==> config.mk <==
export PLATFORM = sky130hd
export DESIGN_NAME = alarm_controller
export DESIGN_NICKNAME = d
export VERILOG_FILES = /design/src/rtl/alarm_pkg.sv /design/src/rtl/time_add_minutes.sv /design/src/rtl/alarm_controller.sv
export SDC_FILE = /design/constraint.sdc
export NUM_CORES = 1
export LEC_CHECK = 0
export ABC_CLOCK_PERIOD_IN_PS = 2800
export CORE_MARGIN = 10
export CORE_UTILIZATION = 34
export DETAILED_ROUTE_END_ITERATION = 8
export HOLD_SLACK_MARGIN = 0.05
export SLEW_MARGIN = 20
export SYNTH_ARGS = -nofsm -noshare
export SYNTH_HDL_FRONTEND = slang
export SYNTH_HIERARCHICAL = 1
export SYNTH_SLANG_ARGS = --single-unit
==> constraint.sdc <==
create_clock -name clk -period 2.8 [get_ports clk]
set_input_delay 0.56 -clock clk [delete_from_list [all_inputs] [get_ports clk]]
set_output_delay 0.56 -clock clk [all_outputs]
set_load 0.03 [all_outputs]
==> src/rtl/alarm_pkg.sv <==
// Shared types and constants for the alarm controller and its time helper.
package alarm_pkg;

  localparam int HOURS_PER_DAY = 24;
  localparam int MIN_PER_HOUR  = 60;
  localparam int HOUR_W        = 5;
  localparam int MIN_W         = 6;
  localparam int SEC_W         = 6;
  localparam int SNZ_CNT_W     = 3;

  typedef enum logic [1:0] {
    ST_IDLE    = 2'd0,
    ST_ARMED   = 2'd1,
    ST_RINGING = 2'd2,
    ST_SNOOZE  = 2'd3
  } state_t;

endpackage

==> src/rtl/time_add_minutes.sv <==
// Combinational HH:MM + ADD_MIN with minute carry into hours and wrap at midnight.
module time_add_minutes
  import alarm_pkg::*;
#(
  parameter int ADD_MIN = 5
) (
  input  logic [HOUR_W-1:0] i_hour,
  input  logic [MIN_W-1:0]  i_min,
  output logic [HOUR_W-1:0] o_hour,
  output logic [MIN_W-1:0]  o_min
);

  localparam logic [MIN_W:0]  ADD_W     = (MIN_W+1)'(ADD_MIN);
  localparam logic [MIN_W:0]  MIN_LIMIT = (MIN_W+1)'(MIN_PER_HOUR);
  localparam logic [HOUR_W:0] HR_LIMIT  = (HOUR_W+1)'(HOURS_PER_DAY);

  logic [MIN_W:0]  w_minSum;
  logic [MIN_W:0]  w_minWrapped;
  logic            w_carry;
  logic [HOUR_W:0] w_hourSum;
  logic [HOUR_W:0] w_hourWrapped;

  always_comb begin
    w_minSum      = {1'b0, i_min} + ADD_W;
    w_carry       = (w_minSum >= MIN_LIMIT);
    w_minWrapped  = w_carry ? (w_minSum - MIN_LIMIT) : w_minSum;
    w_hourSum     = {1'b0, i_hour} + {{HOUR_W{1'b0}}, w_carry};
    w_hourWrapped = (w_hourSum >= HR_LIMIT) ? (w_hourSum - HR_LIMIT) : w_hourSum;
    o_min         = w_minWrapped[MIN_W-1:0];
    o_hour        = w_hourWrapped[HOUR_W-1:0];
  end

endmodule

==> src/rtl/alarm_controller.sv <==
// Alarm FSM watching the live time-of-day: programmable HH:MM, snooze with retry limit,
// ring timeout and a valid/ready port for loading the alarm time.
module alarm_controller
  import alarm_pkg::*;
#(
  parameter int RING_SECS  = 60,
  parameter int SNOOZE_MIN = 5,
  parameter int MAX_SNOOZE = 3
) (
  input  logic                 clk,
  input  logic                 reset_n,
  input  logic [SEC_W-1:0]     seconds,
  input  logic [MIN_W-1:0]     minutes,
  input  logic [HOUR_W-1:0]    hours,
  input  logic                 set_valid,
  output logic                 set_ready,
  input  logic [HOUR_W-1:0]    set_hour,
  input  logic [MIN_W-1:0]     set_min,
  output logic                 set_err,
  input  logic                 arm,
  input  logic                 snooze,
  input  logic                 dismiss,
  output logic [HOUR_W-1:0]    alarm_hour,
  output logic [MIN_W-1:0]     alarm_min,
  output logic                 armed,
  output logic                 ringing,
  output logic                 snooze_active,
  output logic [SNZ_CNT_W-1:0] snooze_count
);

  localparam logic [7:0] RING_LAST = 8'(RING_SECS - 1);

  state_t                r_state;
  logic [7:0]            r_ringCnt;
  logic [HOUR_W-1:0]     r_alarmHour;
  logic [MIN_W-1:0]      r_alarmMin;
  logic [HOUR_W-1:0]     r_snzHour;
  logic [MIN_W-1:0]      r_snzMin;
  logic                  r_ringing;
  logic                  r_setErr;
  logic [SNZ_CNT_W-1:0]  r_snoozeCount;

  logic                  w_match;
  logic                  w_snzMatch;
  logic                  w_xfer;
  logic                  w_setBad;
  logic                  w_snoozeOk;
  logic                  w_timeout;
  logic [HOUR_W-1:0]     w_tgtHour;
  logic [MIN_W-1:0]      w_tgtMin;

  time_add_minutes #(
    .ADD_MIN (SNOOZE_MIN)
  ) u_snoozeTarget (
    .i_hour (hours),
    .i_min  (minutes),
    .o_hour (w_tgtHour),
    .o_min  (w_tgtMin)
  );

  // seconds==0 holds for a single cycle per minute, so a level compare fires exactly once
  assign w_match    = (hours == r_alarmHour) && (minutes == r_alarmMin) && (seconds == '0);
  assign w_snzMatch = (hours == r_snzHour) && (minutes == r_snzMin) && (seconds == '0);
  assign set_ready  = (r_state == ST_IDLE) || (r_state == ST_ARMED);
  assign w_xfer     = set_valid && set_ready;
  assign w_setBad   = (set_hour > HOUR_W'(HOURS_PER_DAY - 1)) ||
                      (set_min > MIN_W'(MIN_PER_HOUR - 1));
  assign w_snoozeOk = (int'(r_snoozeCount) < MAX_SNOOZE);
  assign w_timeout  = (r_ringCnt == RING_LAST);

  always_ff @(posedge clk) begin
    if (!reset_n) begin
      r_state       <= ST_IDLE;
      r_ringCnt     <= '0;
      r_alarmHour   <= '0;
      r_alarmMin    <= '0;
      r_snzHour     <= '0;
      r_snzMin      <= '0;
      r_ringing     <= 1'b0;
      r_setErr      <= 1'b0;
      r_snoozeCount <= '0;
    end else begin
      r_setErr <= w_xfer && w_setBad;
      if (w_xfer && !w_setBad) begin
        r_alarmHour <= set_hour;
        r_alarmMin  <= set_min;
      end

      if (!arm) begin
        r_state       <= ST_IDLE;
        r_ringing     <= 1'b0;
        r_snoozeCount <= '0;
        r_ringCnt     <= '0;
      end else begin
        case (r_state)
          ST_IDLE: r_state <= ST_ARMED;
          ST_ARMED: begin
            if (w_match) begin
              r_state   <= ST_RINGING;
              r_ringing <= 1'b1;
              r_ringCnt <= '0;
            end
          end
          ST_RINGING: begin
            if (dismiss) begin
              r_state       <= ST_ARMED;
              r_ringing     <= 1'b0;
              r_snoozeCount <= '0;
            end else if (snooze && w_snoozeOk) begin
              r_state       <= ST_SNOOZE;
              r_ringing     <= 1'b0;
              r_snoozeCount <= r_snoozeCount + 1'b1;
              r_snzHour     <= w_tgtHour;
              r_snzMin      <= w_tgtMin;
            end else if (w_timeout) begin
              r_state       <= ST_ARMED;
              r_ringing     <= 1'b0;
              r_snoozeCount <= '0;
            end else begin
              r_ringCnt <= r_ringCnt + 1'b1;
            end
          end
          ST_SNOOZE: begin
            if (dismiss) begin
              r_state       <= ST_ARMED;
              r_snoozeCount <= '0;
            end else if (w_snzMatch) begin
              r_state   <= ST_RINGING;
              r_ringing <= 1'b1;
              r_ringCnt <= '0;
            end
          end
          default: r_state <= ST_IDLE;
        endcase
      end
    end
  end

  assign alarm_hour    = r_alarmHour;
  assign alarm_min     = r_alarmMin;
  assign ringing       = r_ringing;
  assign set_err       = r_setErr;
  assign snooze_count  = r_snoozeCount;
  assign armed         = (r_state != ST_IDLE);
  assign snooze_active = (r_state == ST_SNOOZE);

endmodule

* Word-level counts from Yosys, hierarchy flattened
Cells that the tools add are included.
Storage, ports and cells: output and inout port bits 19, logic and storage cells 88, bits in registers 37
Operators by class: reduce and logical (&&, ||, !) cells 22, bitwise operators 1, $add $sub $neg 6, equality and inequality tests 17, mux-type cells 28, $lt $le $gt $ge 5
Operators with widths (count):
- two-way mux 8 bit | 6
- one-hot mux 8 bit (3 select lines) | 1
- == test 6 bit | 2
- two-way mux 2 bit | 6
- two-way mux 3 bit | 4
- != test 2 bit, second input constant | 6
- == test 5 bit | 2
- adder 8 x 1 -> 8 bit, second input constant | 1
- == test 8 x 6 -> 1 bit, second input constant | 1
- logical AND 1 bit | 8
- one-hot mux 2 bit (4 select lines) | 1
- adder 6 x 3 -> 7 bit, second input constant | 1
- greater-or-equal comparator 7 x 6 -> 1 bit, second input constant | 1
- AND reduction 7 bit | 1
- adder 5 x 1 -> 6 bit | 1
- greater-or-equal comparator 6 x 5 -> 1 bit, second input constant | 1
- greater-than comparator 6 bit, second input constant | 1
- zero test 6 bit | 1
- two-way mux 1 bit | 6
- two-way mux 6 bit | 1
- one-hot mux 3 bit (2 select lines) | 1
- AND reduction 3 bit | 2
- subtractor 6 bit, second input constant | 1
- greater-than comparator 5 bit, second input constant | 1
- other kinds (19) | 22

* Logic depth before layout (Yosys ltp)
Gate-level depths: netlist (run 1).
depth in word-level cells 6, depth in mapped cells 15, depth with buffers taken out 15

* Cells and area by module
The synthesis (run 1) kept the hierarchy.
Modules (own cells, without submodules):
- alarm_controller | times used 1, area an instance 2034.5 µm², cells each 229
- time_add_minutes | times used 1, area an instance 466.7 µm², cells each 64

* Least setup slack after synthesis (run 1)
Ideal clock, no wire load.
kind in2reg, start point input minutes[2], end point register r_snzHour[3], buffers on the path 1, setup time 0.122 ns, arrival 2.664 ns, slack 0.013 ns, required time 2.678 ns, stages on the path 14, cell sequence buf_2 a21oi_1 xnor2_1 ha_1 nand3b_1 mux2i_1 nor3_1 o21ai_0 ha_1 ha_1 o21ai_0 a32o_1 nand3_1 a21boi_0
Between the ends: longest elaborated chain between the ends 5
RTL lines:
- start: declaration | line alarm_controller.sv:13 | input logic [MIN_W-1:0] minutes,
- adder 6 x 3 -> 7 bit * | line time_add_minutes.sv:24 | w_minSum = {1'b0, i_min} + ADD_W;
- greater-or-equal comparator 7 x 6 -> 1 bit * | line time_add_minutes.sv:25 | w_carry = (w_minSum >= MIN_LIMIT);
- adder 5 x 1 -> 6 bit * | line time_add_minutes.sv:27 | w_hourSum = {1'b0, i_hour} + {{HOUR_W{1'b0}}, w_carry};
- subtractor 5 bit or greater-or-equal comparator 6 x 5 -> 1 bit (tied branches) | line time_add_minutes.sv:28 | w_hourWrapped = (w_hourSum >= HR_LIMIT) ? (w_hourSum - HR_LIMIT) : w_hourSum;
- two-way mux 5 bit * | line time_add_minutes.sv:28
- via w_tgtHour[3] | line alarm_controller.sv:49 | logic [HOUR_W-1:0] w_tgtHour;
- end signal: assignment | line alarm_controller.sv:113 | r_snzHour <= w_tgtHour;
- end: declaration | line alarm_controller.sv:37 | logic [HOUR_W-1:0] r_snzHour;
The timed path passes the listed nets; every way through them passes the cells marked *. A chain may end at the register's enable or synchronous reset.

* Final worst setup path (run 1)
start point input minutes[1], end point register r_snzHour[3]
Same word-level chain as after synthesis.

==> summary.md, run 1 <==
| Metric | Value |
|---|---|
| Status | `finished clean` |
| Critical-path cell list | `dlygate4sd2_1 -> ha_4 -> xor2_2 -> inv_2 -> ha_2 -> nand3b_1 -> mux2i_1 -> nor3_1 -> o21ai_1 -> ha_2 -> ha_4 -> o21ai_0 -> a32o_1 -> nand3_1 -> a21boi_0` |
| Number of synthesized flops with an enable pin | `0` |
| Fin crit period | `2.59 ns` |
| Initial DRT Pass Iterations | `4` |
| Die Wd | `106 µm` |
| Final Max Slew Viols | `0` |
| Synthesized Nets | `334` |
| CTS root buf | `clkbuf_8` |
| Mapped Area | `0.00250 mm²` |
| Worst reg2reg path endpoint | `r_ringCnt[7]$_SDFFE_PN0P_` |
| Most frequent cell after synthesis | `dfxtp_1` |
| Clock slew at reported path FFs | `0.07 ns` |
| Slowest cell on the critical path | `dlygate4sd2_1` |
| Cell taking the most area after synthesis | `dfxtp_1` |
| CTS tree | `done` |
| Crit path max fanout | `4` |
| Die area | `0.0112 mm²` |
| Reg2reg setup slack | `0.68 ns` |
| Commonest cells post-synth | `dfxtp_1 (37), nand2_1 (25), nand3_1 (24)` |
| Nets@finish | `410` |
| IR drop worst, VDD | `0.000197 V` |
| Register area | `741 µm²` |
| Slew HR | `0.485` |
| Maxcap violations | `0` |
| Largest net degree at the start of global routing | `26` |
| Post-synth ARST share | `0` |
| Fillers | `735` |
| Synth Register Bits | `37` |
| Clock tree sinks | `37` |
| Critical path type | `primary input to register` |
| Worst hold-check path type | `register to register` |
| Port Buffers | `52` |
| CTS H-Tree Depth | `2` |
| Leakage power | `1.28 nW` |
| Worst path max stage delay | `0.29 ns` |
| Tot GR Track Use | `0.126` |
| Critical path origin | `minutes[1]` |
| CP startpoint kind | `primary input` |
| Finished Cell Area | `0.00347 mm²` |
| Antenna cells | `0` |
| Core footprint | `0.00721 mm²` |
| DRC viols | `0` |
| Vias per cell | `5.26` |
| Final hold violation count | `0` |
| Grt total ovfl | `0` |
| Top FF cell, synth | `dfxtp_1` |
| Area of the multi-input gates | `0.00171 mm²` |
| Via count | `2,467` |
| Reg2Reg Launch Point | `r_ringCnt[0]$_SDFFE_PN0P_` |
| Crit. End Element | `register` |
| Hold Slack | `0.472 ns` |
| Drt wl/cell | `15.5 µm` |
| Post-synthesis sequential area ratio | `0.296` |
| Req. time, crit path | `2.98 ns` |
| ANT nets after route | `0` |
| CP arrival | `2.77 ns` |
| Final setup viols | `0` |
| Worst setup endpoint | `r_snzHour[3]$_SDFFE_PN0P_` |
| Num CTS Buffers | `5` |
| Initial antenna violation count | `0` |
| Final WL | `7.28 mm` |
| First-pass GRT wire length | `11.9 mm` |
| Layout cells sized above 1 | `0.168` |
| Starting Density | `0.347` |
| Min-Delay Path Depth | `2` |
| Distinct cell type count after synthesis | `62` |
| Least-Margin Pin Slew | `0.770 ns` |
| # IOs | `53` |
| Synth-to-Final Area Change | `38.7%` |
| Period utilisation layout | `0.925` |
| Die Ht | `106 µm` |
| DPL Wire Length | `5.71 mm` |
| Gp weighted congestion | `0.861` |
| Syn Inst Count | `293` |
| Placed Area | `0.00328 mm²` |
| Yosys top cell area share | `0.296` |
| Worst Skew | `0.00815 ns` |
| Top cells by area, synth | `dfxtp_1 (30%), mux2i_1 (5.6%), xnor2_1 (5.6%)` |
| Worst-Skew Late Latency | `0.30 ns` |
| Pwr dens | `385 mW/mm²` |
| Longest Clk Path Bufs | `2` |
| Ys Warns | `6` |
| Max Fclk | `386 MHz` |
| Syn Area/Cell | `8.54 µm²` |
| Vias in the first global route | `2,487` |
| Register-to-Register Path Depth | `6` |
| # rows | `31` |
| Drt initial violations | `76` |
where the power goes:
| group | leakage, nW | internal, mW | switching, mW |
|---|---|---|---|
| combinational | 0.919 | 0.152 | 0.143 |
| clock | 0.0574 | 0.290 | 0.203 |
| sequential | 0.300 | 0.537 | 0.0107 |
| total | 1.28 | 0.978 | 0.357 |
cells in the final DEF (no fill, tap or decap), types with 3 or more instances in the layout:
master,n
a211oi_1,4
a21boi_0,12
a21oi_1,7
a31oi_1,4
and2_1,4
and3_1,3
buf_4,31
clkbuf_8,6
clkdlybuf4s50_1,48
dfxtp_1,37
ha_1,3
inv_1,7
mux2i_1,14
nand2_1,25
nand2b_1,3
nand3_1,24
nand3b_1,3
nand4_1,11
nor2_1,11
nor2b_1,13
nor4_1,5
o211ai_1,3
o21ai_0,7
xnor2_1,15
xor2_1,11
routing by layer:
layer  track usage  vias up  wire length (µm)
met3        0.0329        6               403
met4        0.0290        0                46
met2         0.224       59              3640
met5             0        -                 0
met1         0.146     1165              3190
li1              -     1237                 -
logic make-up (layout without fill, tap and decap cells):
logic type / count (synthesis) / in the layout / synth area share
buf+inv: 22 / 99 / 0.0395
compound gates: 68 / 68 / 0.212
mux: 14 / 14 / 0.0560
xor+xnor: 28 / 28 / 0.0980
flops: 37 / 37 / 0.296
simple gates: 117 / 117 / 0.264
fa+ha+maj: 7 / 7 / 0.0350
how the worst min path moves through the flow:
stage                                   start                        end  slack, ns
floorplan           r_ringCnt[7]$_SDFFE_PN0P_  r_ringCnt[7]$_SDFFE_PN0P_       0.44
global placement    r_snzHour[4]$_SDFFE_PN0P_  r_snzHour[4]$_SDFFE_PN0P_       0.47
detailed placement   r_snzMin[1]$_SDFFE_PN0P_   r_snzMin[1]$_SDFFE_PN0P_       0.47
CTS                  r_snzMin[1]$_SDFFE_PN0P_   r_snzMin[1]$_SDFFE_PN0P_       0.48
global route        r_snzHour[3]$_SDFFE_PN0P_  r_snzHour[3]$_SDFFE_PN0P_       0.50
finish              r_snzHour[4]$_SDFFE_PN0P_  r_snzHour[4]$_SDFFE_PN0P_       0.47
sequential cells by signal, summed over array words and instances (netlist names):
| signal | flops |
|---|---|
| r_ringCnt | 8 |
| alarm_min | 6 |
| r_snzMin | 6 |
| alarm_hour | 5 |
| r_snzHour | 5 |
| snooze_count | 3 |
| r_state | 2 |
| ringing | 1 |
| set_err | 1 |
worst max-delay path: cells and delay by family:
kind / cells / cell delay (ns)
compound gates: 4 / 0.57
xor+xnor: 1 / 0.15
fa+ha+maj: 4 / 0.75
buf+inv: 2 / 0.35
mux: 1 / 0.18
simple gates: 3 / 0.21
layout make-up:
cell class                 instances  area share
clock buffer                       6      0.0238
clock inverter                     2      0.0108
inverter                           8     0.00865
multi-input combinational        234       0.493
sequential                        37       0.213
tap                               99      0.0357
timing repair buffer              83       0.215
per-stage QoR:
stage	total power, mW	setup WS, ns	util	std cells	TNS (ns)
after global placement	0.845	-0.464	0.455	457	-1.52
after floorplan	0.701	0.0133	-	293	0
final	1.34	0.209	0.481	469	0
after detailed placement	0.842	-0.532	0.455	457	-1.85
after CTS	1.34	0.0229	0.475	467	0
after global routing	1.39	-0.0157	0.481	469	-0.0157
what timing repair did:
action	CTS	global route
resized for setup	9	11
pin swaps	0	3
hold buffers	0	0
cloned	0	0
setup endpoints to repair	3	3
setup buffers	2	2
No activity file was read; power rests on OpenSTA's default activity.
==> inputs of run 2 (changes only) <==
Settings changed: PLACE_DENSITY set to 0.68.
==> run 2 against run 1 <==
Global-route usage up 0.32 points. Largest cell class unchanged. Design area is 0.76% lower. Sequential share of layout area up 0.16 points. Hold slack got worse by 0.0064 ns. First-iteration DRC count grew 96%.
==> summary.md, run 2 (synthesis results as in run 1) <==
| Metric | Value |
|---|---|
| Status | `finished clean` |
| # rows | `31 (unchanged)` |
| DPL Wire Length | `5.64 mm (-1.2%)` |
| Reg2reg setup slack | `0.62 ns (-0.06 ns)` |
| Max reg flops | `8 (unchanged)` |
| Die area | `0.0112 mm² (unchanged)` |
| Final WL | `7.35 mm (+1.1%)` |
| ANT nets after route | `0 (unchanged)` |
| Core footprint | `0.00721 mm² (unchanged)` |
| Finished Cell Area | `0.00344 mm² (-0.76%)` |
| Hold path startpoint | `r_snzHour[4]$_SDFFE_PN0P_` |
| Via count | `2,520 (+2.1%)` |
| Fin crit period | `2.54 ns (-0.0555 ns)` |
| Area of the multi-input gates | `0.00172 mm² (+0.73%)` |
| CTS root buf | `clkbuf_8` |
| TNS Setup | `0 ns (unchanged)` |
| Crit. End Element | `register` |
| CP most frequent cell | `buf_4` |
| Initial antenna violation count | `1 (+1)` |
| Drt initial violations | `149 (+96%)` |
| Post-CTS Hold Fix Bufs | `0 (unchanged)` |
| Pre-CTS WS | `-0.537 ns (-0.00450 ns)` |
| Final setup viols | `0 (unchanged)` |
| IR drop worst, VDD | `0.000295 V (+50%)` |
| Register-to-Register Path Depth | `6 (unchanged)` |
| # IOs | `53 (unchanged)` |
| Leakage power | `1.27 nW (-0.49%)` |
| Dpl cells | `456 (-0.22%)` |
| Worst path max stage delay | `0.22 ns (-0.07 ns)` |
| CTS tree | `done` |
| Commonest non-fill, non-tap cells in the layout | `clkdlybuf4s50_1 (48), dfxtp_1 (37), buf_4 (30)` |
| Top reg by flops | `r_ringCnt` |
| Worst hold-check path type | `register to register` |
| Largest net degree at the start of global routing | `24 (-7.7%)` |
| CTS H-Tree Depth | `2 (unchanged)` |
| Critical path type | `primary input to register` |
| Drt wl/cell | `15.7 µm (+1.1%)` |
| Nets@finish | `409 (-0.24%)` |
| Initial DRT Pass Iterations | `4 (unchanged)` |
| Fillers | `730 (-0.68%)` |
| Vias per cell | `5.37 (+2.1%)` |
| Longest Clk Path Bufs | `2 (unchanged)` |
| WP buf/inv | `5 (+3)` |
| CP startpoint kind | `primary input` |
| Layout cells sized above 1 | `0.168 (+0.000454)` |
| Tot GR Track Use | `0.129 (+0.00321)` |
| Max Fclk | `394 MHz (+2.2%)` |
| Placed Area | `0.00327 mm² (-0.23%)` |
| Starting Density | `0.347 (unchanged)` |
| Worst hold path endpoint | `r_snzHour[4]$_SDFFE_PN0P_` |
| Clock power share | `0.301 (-0.068)` |
| Crit path max fanout | `6 (+2)` |
| Cell Int Power | `0.863 mW (-12%)` |
| Finished Layout Cells | `469 (unchanged)` |
| Sequential power share | `0.452 (+0.042)` |
| Reg2Reg Launch Point | `r_ringCnt[0]$_SDFFE_PN0P_` |
| Final hold violation count | `0 (unchanged)` |
| Slowest cell on the critical path | `ha_2` |
| Commonest non-fill, non-tap cell in the layout | `clkdlybuf4s50_1` |
| Min-Delay Path Depth | `2 (unchanged)` |
| Switch share | `0.287 (+0.0194)` |
| Grt total ovfl | `0 (unchanged)` |
| Die Ht | `106 µm (unchanged)` |
| DRC viols | `0 (unchanged)` |
| Register area | `741 µm² (unchanged)` |
| Num CTS Buffers | `5 (unchanged)` |
| Worst Skew | `0.00749 ns (-0.000659 ns)` |
| Port Buffers | `52 (unchanged)` |
| Vias in the first global route | `2,481 (-0.24%)` |
| Maxcap violations | `0 (unchanged)` |
| Gp weighted congestion | `0.944 (+9.6%)` |
| Critical-path cell list | `clkbuf_2 -> ha_2 -> buf_4 -> buf_4 -> o21a_1 -> mux2i_1 -> nor3_1 -> o21ai_1 -> ha_2 -> ha_4 -> buf_4 -> buf_4 -> xor2_1 -> nand3_1 -> a21boi_0` |
| CP arrival | `2.75 ns (-0.02 ns)` |
| Slew HR | `0.488 (+0.00224)` |
| First-pass GRT wire length | `12.1 mm (+1.4%)` |
| Hold Slack | `0.466 ns (-0.00642 ns)` |
| Req. time, crit path | `3.01 ns (+0.03 ns)` |
| Clock tree sinks | `37 (unchanged)` |
| Synth-to-Final Area Change | `37.7%` |
| CP delay by family, top | `buffers and inverters` |
| Unrepaired setup endpoints after global routing | `false` |
| Pwr dens | `352 mW/mm² (-8.6%)` |
| Clock slew at reported path FFs | `0.07 ns (about the same)` |
| Worst reg2reg path endpoint | `r_ringCnt[7]$_SDFFE_PN0P_` |
| Least-Margin Pin Slew | `0.766 ns (-0.00336 ns)` |
| Period utilisation layout | `0.905 (-0.0198)` |
| Combinational Power Share | `0.247 (+0.026)` |
| Psw | `0.347 mW (-2.8%)` |
| Setup WS post-layout | `0.265 ns (+0.0555 ns)` |
| Worst-Skew Late Latency | `0.29 ns (about the same)` |
| Die Wd | `106 µm (unchanged)` |
| Final Max Slew Viols | `0 (unchanged)` |
[run 2: cell types whose count changed in the layout (fill, tap and decap cells not counted), sizes merged]
cell / delta
clkinv: +2
buf: -1
bufinv: -1
clkinvlp: -1
diode: +1
dlygate4sd2: -1
dlymetal6s2s: +1
[run 2: layout make-up]
class                           count  area share
Antenna cell                        1    0.000727
Clock buffer                        6      0.0211
Clock inverter                      2     0.00291
Inverter                            8     0.00872
Multi-Input combinational cell    234       0.500
Sequential cell                    37       0.215
Tap cell                           99      0.0360
Timing Repair Buffer               82       0.215
[run 2: worst max-delay path by stage]
| stage | from | end | slack (ns) | cells past startpoint |
|---|---|---|---|---|
| finish | minutes[0] | r_snzHour[2]$_SDFFE_PN0P_ | 0.26 | 15 |
| global route | minutes[0] | r_snzHour[4]$_SDFFE_PN0P_ | 0.03 | 16 |
| CTS | minutes[2] | r_snzHour[4]$_SDFFE_PN0P_ | 0.01 | 16 |
| detailed placement | minutes[0] | r_snzHour[4]$_SDFFE_PN0P_ | -0.54 | 16 |
| global placement | minutes[0] | r_snzHour[3]$_SDFFE_PN0P_ | -0.45 | 15 |
| floorplan | minutes[2] | r_snzHour[3]$_SDFFE_PN0P_ | 0.01 | 14 |
[run 2: what timing repair did]
action | 4_1_cts | 5_1_grt
resized for setup | 13 | 10
pin swaps | 4 | 9
buffers inserted | 1 | 3
setup endpoints to repair | 3 | 3
[run 2: metrics by stage]
stage / utilization / power [mW]
floorplan: - / 0.701
global placement: 0.454 / 0.836
detailed placement: 0.454 / 0.840
CTS: 0.472 / 1.22
global route: 0.477 / 1.27
finish: 0.477 / 1.21
[run 2: metal layers]
| layer | vias up | GRT usage | part of all wire |
|---|---|---|---|
| met2 | 76 | 0.229 | 0.51 |
| li1 | 1234 | - | - |
| met3 | 12 | 0.0311 | 0.047 |
| met1 | 1198 | 0.147 | 0.42 |
| met4 | 0 | 0.0435 | 0.021 |
| met5 | - | 0 | 0 |
[run 2: worst min-delay path: cells and delay by family, from the launching register on]
| family | cells | cell delay [ns] |
|---|---|---|
| flip-flops | 1 | 0.32 |
| AND/OR/NAND/NOR | 1 | 0.06 |
| AO/OA/AOI/OAI | 1 | 0.05 |
[run 2: power groups by stage]
stage	registers, mW	logic (mW)	clock network, mW
detailed placement	0.560	0.280	0
global placement	0.560	0.276	0
floorplan	0.578	0.123	0
finish	0.548	0.299	0.364
global route	0.549	0.323	0.395
CTS	0.548	0.290	0.379
==> inputs of run 3 (changes only) <==
Settings changed: CORE_MARGIN 10 to not set.
==> run 3 against run 2 <==
Non-clock buffer count unchanged. Cell count down 0.85%. Sequential cell count stayed put. Sequential share of layout area is 0.086 points higher. Design area decreased by 0.40%. Critical path depth unchanged. First-iteration DRC count fell by 15%. Clock-buffer cell count did not move. Clock skew rose by 0.0023 ns. Utilization rose by 1.7 points. Combinational power shrank 2%. Die area fell by 31%.
==> summary.md, run 3 (synthesis results as in run 1) <==
| Metric | Value |
|---|---|
| Grt total ovfl | `0 (unchanged)` |
| Tot GR Track Use | `0.192 (+0.0634)` |
| Longest Clk Path Bufs | `2 (unchanged)` |
| Finished Cell Area | `0.00343 mm² (-0.40%)` |
| Initial antenna violation count | `0 (-1)` |
| Core footprint | `0.00694 mm² (-3.7%)` |
| Worst-Skew Late Latency | `0.30 ns (about the same)` |
| Critical path type | `primary input to register` |
| Placed Area | `0.00329 mm² (+0.57%)` |
| Final hold violation count | `0 (unchanged)` |
| ANT nets after route | `0 (unchanged)` |
| CTS H-Tree Depth | `2 (unchanged)` |
| Clock slew at reported path FFs | `0.07 ns (about the same)` |
| Commonest non-fill, non-tap cell in the layout | `clkdlybuf4s50_1` |
| Final setup viols | `0 (unchanged)` |
| Period utilisation layout | `0.952 (+0.0460)` |
| # rows | `30 (-3.2%)` |
| Least-Margin Pin Slew | `0.764 ns (-0.00265 ns)` |
| Drt initial violations | `126 (-15%)` |
| Layout cells sized above 1 | `0.160 (-0.00813)` |
| Req. time, crit path | `3.03 ns (+0.02 ns)` |
| Final WL | `7.06 mm (-4.0%)` |
| Nets@finish | `409 (unchanged)` |
| Fillers | `670 (-8.2%)` |
| CP arrival | `2.89 ns (+0.14 ns)` |
| Max Fclk | `375 MHz (-4.8%)` |
| Via count | `2,486 (-1.3%)` |
| Worst hold-check path type | `register to register` |
| Starting Density | `0.360 (+0.0135)` |
| Drt wl/cell | `15.2 µm (-3.1%)` |
| Top reg by flops | `r_ringCnt` |
| Crit path max fanout | `4 (-2)` |
| Worst Skew | `0.00977 ns (+0.00228 ns)` |
| Die Ht | `87.8 µm (-17%)` |
| First-pass GRT wire length | `11.5 mm (-5.2%)` |
| Antenna cells | `0 (-1)` |
| Maxcap violations | `0 (unchanged)` |
| Max reg flops | `8 (unchanged)` |
| Synth-to-Final Area Change | `37.1%` |
| Critical-path cell list | `clkdlybuf4s15_1 -> a21oi_4 -> xnor2_2 -> ha_2 -> nand3b_1 -> mux2i_1 -> nor3_1 -> o21ai_1 -> ha_2 -> ha_4 -> xor2_1 -> nand3_1 -> o31ai_1 -> nand3_1 -> a21boi_0` |
| Status | `finished clean` |
| Initial DRT Pass Iterations | `4 (unchanged)` |
| Die Wd | `87.8 µm (-17%)` |
| Port Buffers | `52 (unchanged)` |
| Design Power | `1.21 mW (+0.16%)` |
| Final Max Slew Viols | `0 (unchanged)` |
| DRC viols | `0 (unchanged)` |
| Clock tree sinks | `37 (unchanged)` |
| Gp weighted congestion | `0.873 (-7.5%)` |
| Vias in the first global route | `2,350 (-5.3%)` |
| Dpl cells | `456 (unchanged)` |
| Die area | `0.00770 mm² (-31%)` |
| Commonest non-fill, non-tap cells in the layout | `clkdlybuf4s50_1 (48), dfxtp_1 (37), buf_4 (30)` |
| Fin crit period | `2.66 ns (+0.129 ns)` |
| CP startpoint kind | `primary input` |
| Worst path max stage delay | `0.30 ns (+0.08 ns)` |
| DPL Wire Length | `5.42 mm (-4.0%)` |
| Leakage power | `1.26 nW (-0.93%)` |
| # IOs | `53 (unchanged)` |
| Vias per cell | `5.35 (-0.50%)` |
| Slowest cell on the critical path | `clkdlybuf4s15_1` |
| Largest net degree at the start of global routing | `24 (unchanged)` |
| IR drop worst, VDD | `0.000226 V (-23%)` |
| Finished Layout Cells | `465 (-0.85%)` |
| CTS root buf | `clkbuf_8` |
| Pwr dens | `354 mW/mm² (+0.56%)` |
| Slew HR | `0.489 (+0.00178)` |
| CTS tree | `done` |
| Num CTS Buffers | `5 (unchanged)` |
| Crit. End Element | `register` |
-- run 3: cell types whose count changed in the layout (fill, tap and decap cells not counted), sizes merged --
cell,change
dlymetal6s2s,-1
clkdlybuf4s15,+1
diode,-1
-- run 3: worst max-delay path, delay by kind of cell --
| kind | cells | cell delay (ns) |
|---|---|---|
| xor gates and xnor gates | 2 | 0.28 |
| buffers and inverters | 1 | 0.30 |
| adders and majority gates | 3 | 0.60 |
| AOI/OAI and AO/OA | 4 | 0.59 |
| and+or+nand+nor | 4 | 0.35 |
| muxes | 1 | 0.23 |
-- run 3: path summary, 6_finish.rpt --
kind,start,end,slack (ns),cells after the start
min reg2reg,r_snzMin[1]$_SDFFE_PN0P_,r_snzMin[1]$_SDFFE_PN0P_,0.48,2
max reg2reg,r_ringCnt[0]$_SDFFE_PN0P_,r_ringCnt[7]$_SDFFE_PN0P_,0.63,6
min,r_snzMin[1]$_SDFFE_PN0P_,r_snzMin[1]$_SDFFE_PN0P_,0.48,2
max,minutes[2],r_snzHour[4]$_SDFFE_PN0P_,0.14,15
-- run 3: what timing repair did --
item                                    4_1_cts  5_1_grt
pin swaps                                     0        2
gates resized for setup                       8       13
hold endpoints to repair                      0        0
buffers inserted                              0        1
hold buffers                                  0        0
endpoints found under the setup margin        3        3
-- run 3: area by class of cell --
type / count / area [µm²] / area share
clock buffer: 6 / 72.6 / 0.0212
clock inverter: 2 / 10.0 / 0.00292
inverter: 8 / 30.0 / 0.00876
multi-input combinational: 234 / 1720 / 0.501
sequential: 37 / 741 / 0.216
tap: 96 / 120 / 0.0350
timing repair buffer: 82 / 738 / 0.215
-- run 3: report_power, final --
group / total (mW) / switching [mW] / internal, mW
Clock: 0.372 / 0.200 / 0.173
Combinational: 0.293 / 0.143 / 0.150
Sequential: 0.548 / 0.0107 / 0.537
Total: 1.21 / 0.353 / 0.859
-- run 3: per-layer routing --
| metal | global-route usage | routed length, µm |
|---|---|---|
| met1 | 0.246 | 3100 |
| met2 | 0.323 | 3500 |
| met3 | 0.0481 | 371 |
| met4 | 0.0477 | 85 |
| met5 | 0 | 0 |
-- run 3: stage by stage --
| stage | hold slack, ns | setup TNS [ns] | utilization | setup WS [ns] |
|---|---|---|---|---|
| detailed placement | 0.472 | -2.19 | 0.474 | -0.597 |
| finish | 0.481 | 0 | 0.494 | 0.136 |
| floorplan | 0.436 | 0 | - | 0.0133 |
| global placement | 0.464 | -1.58 | 0.474 | -0.488 |
| CTS | 0.482 | 0 | 0.487 | 0.0116 |
| global route | 0.510 | -0.0378 | 0.494 | -0.0340 |
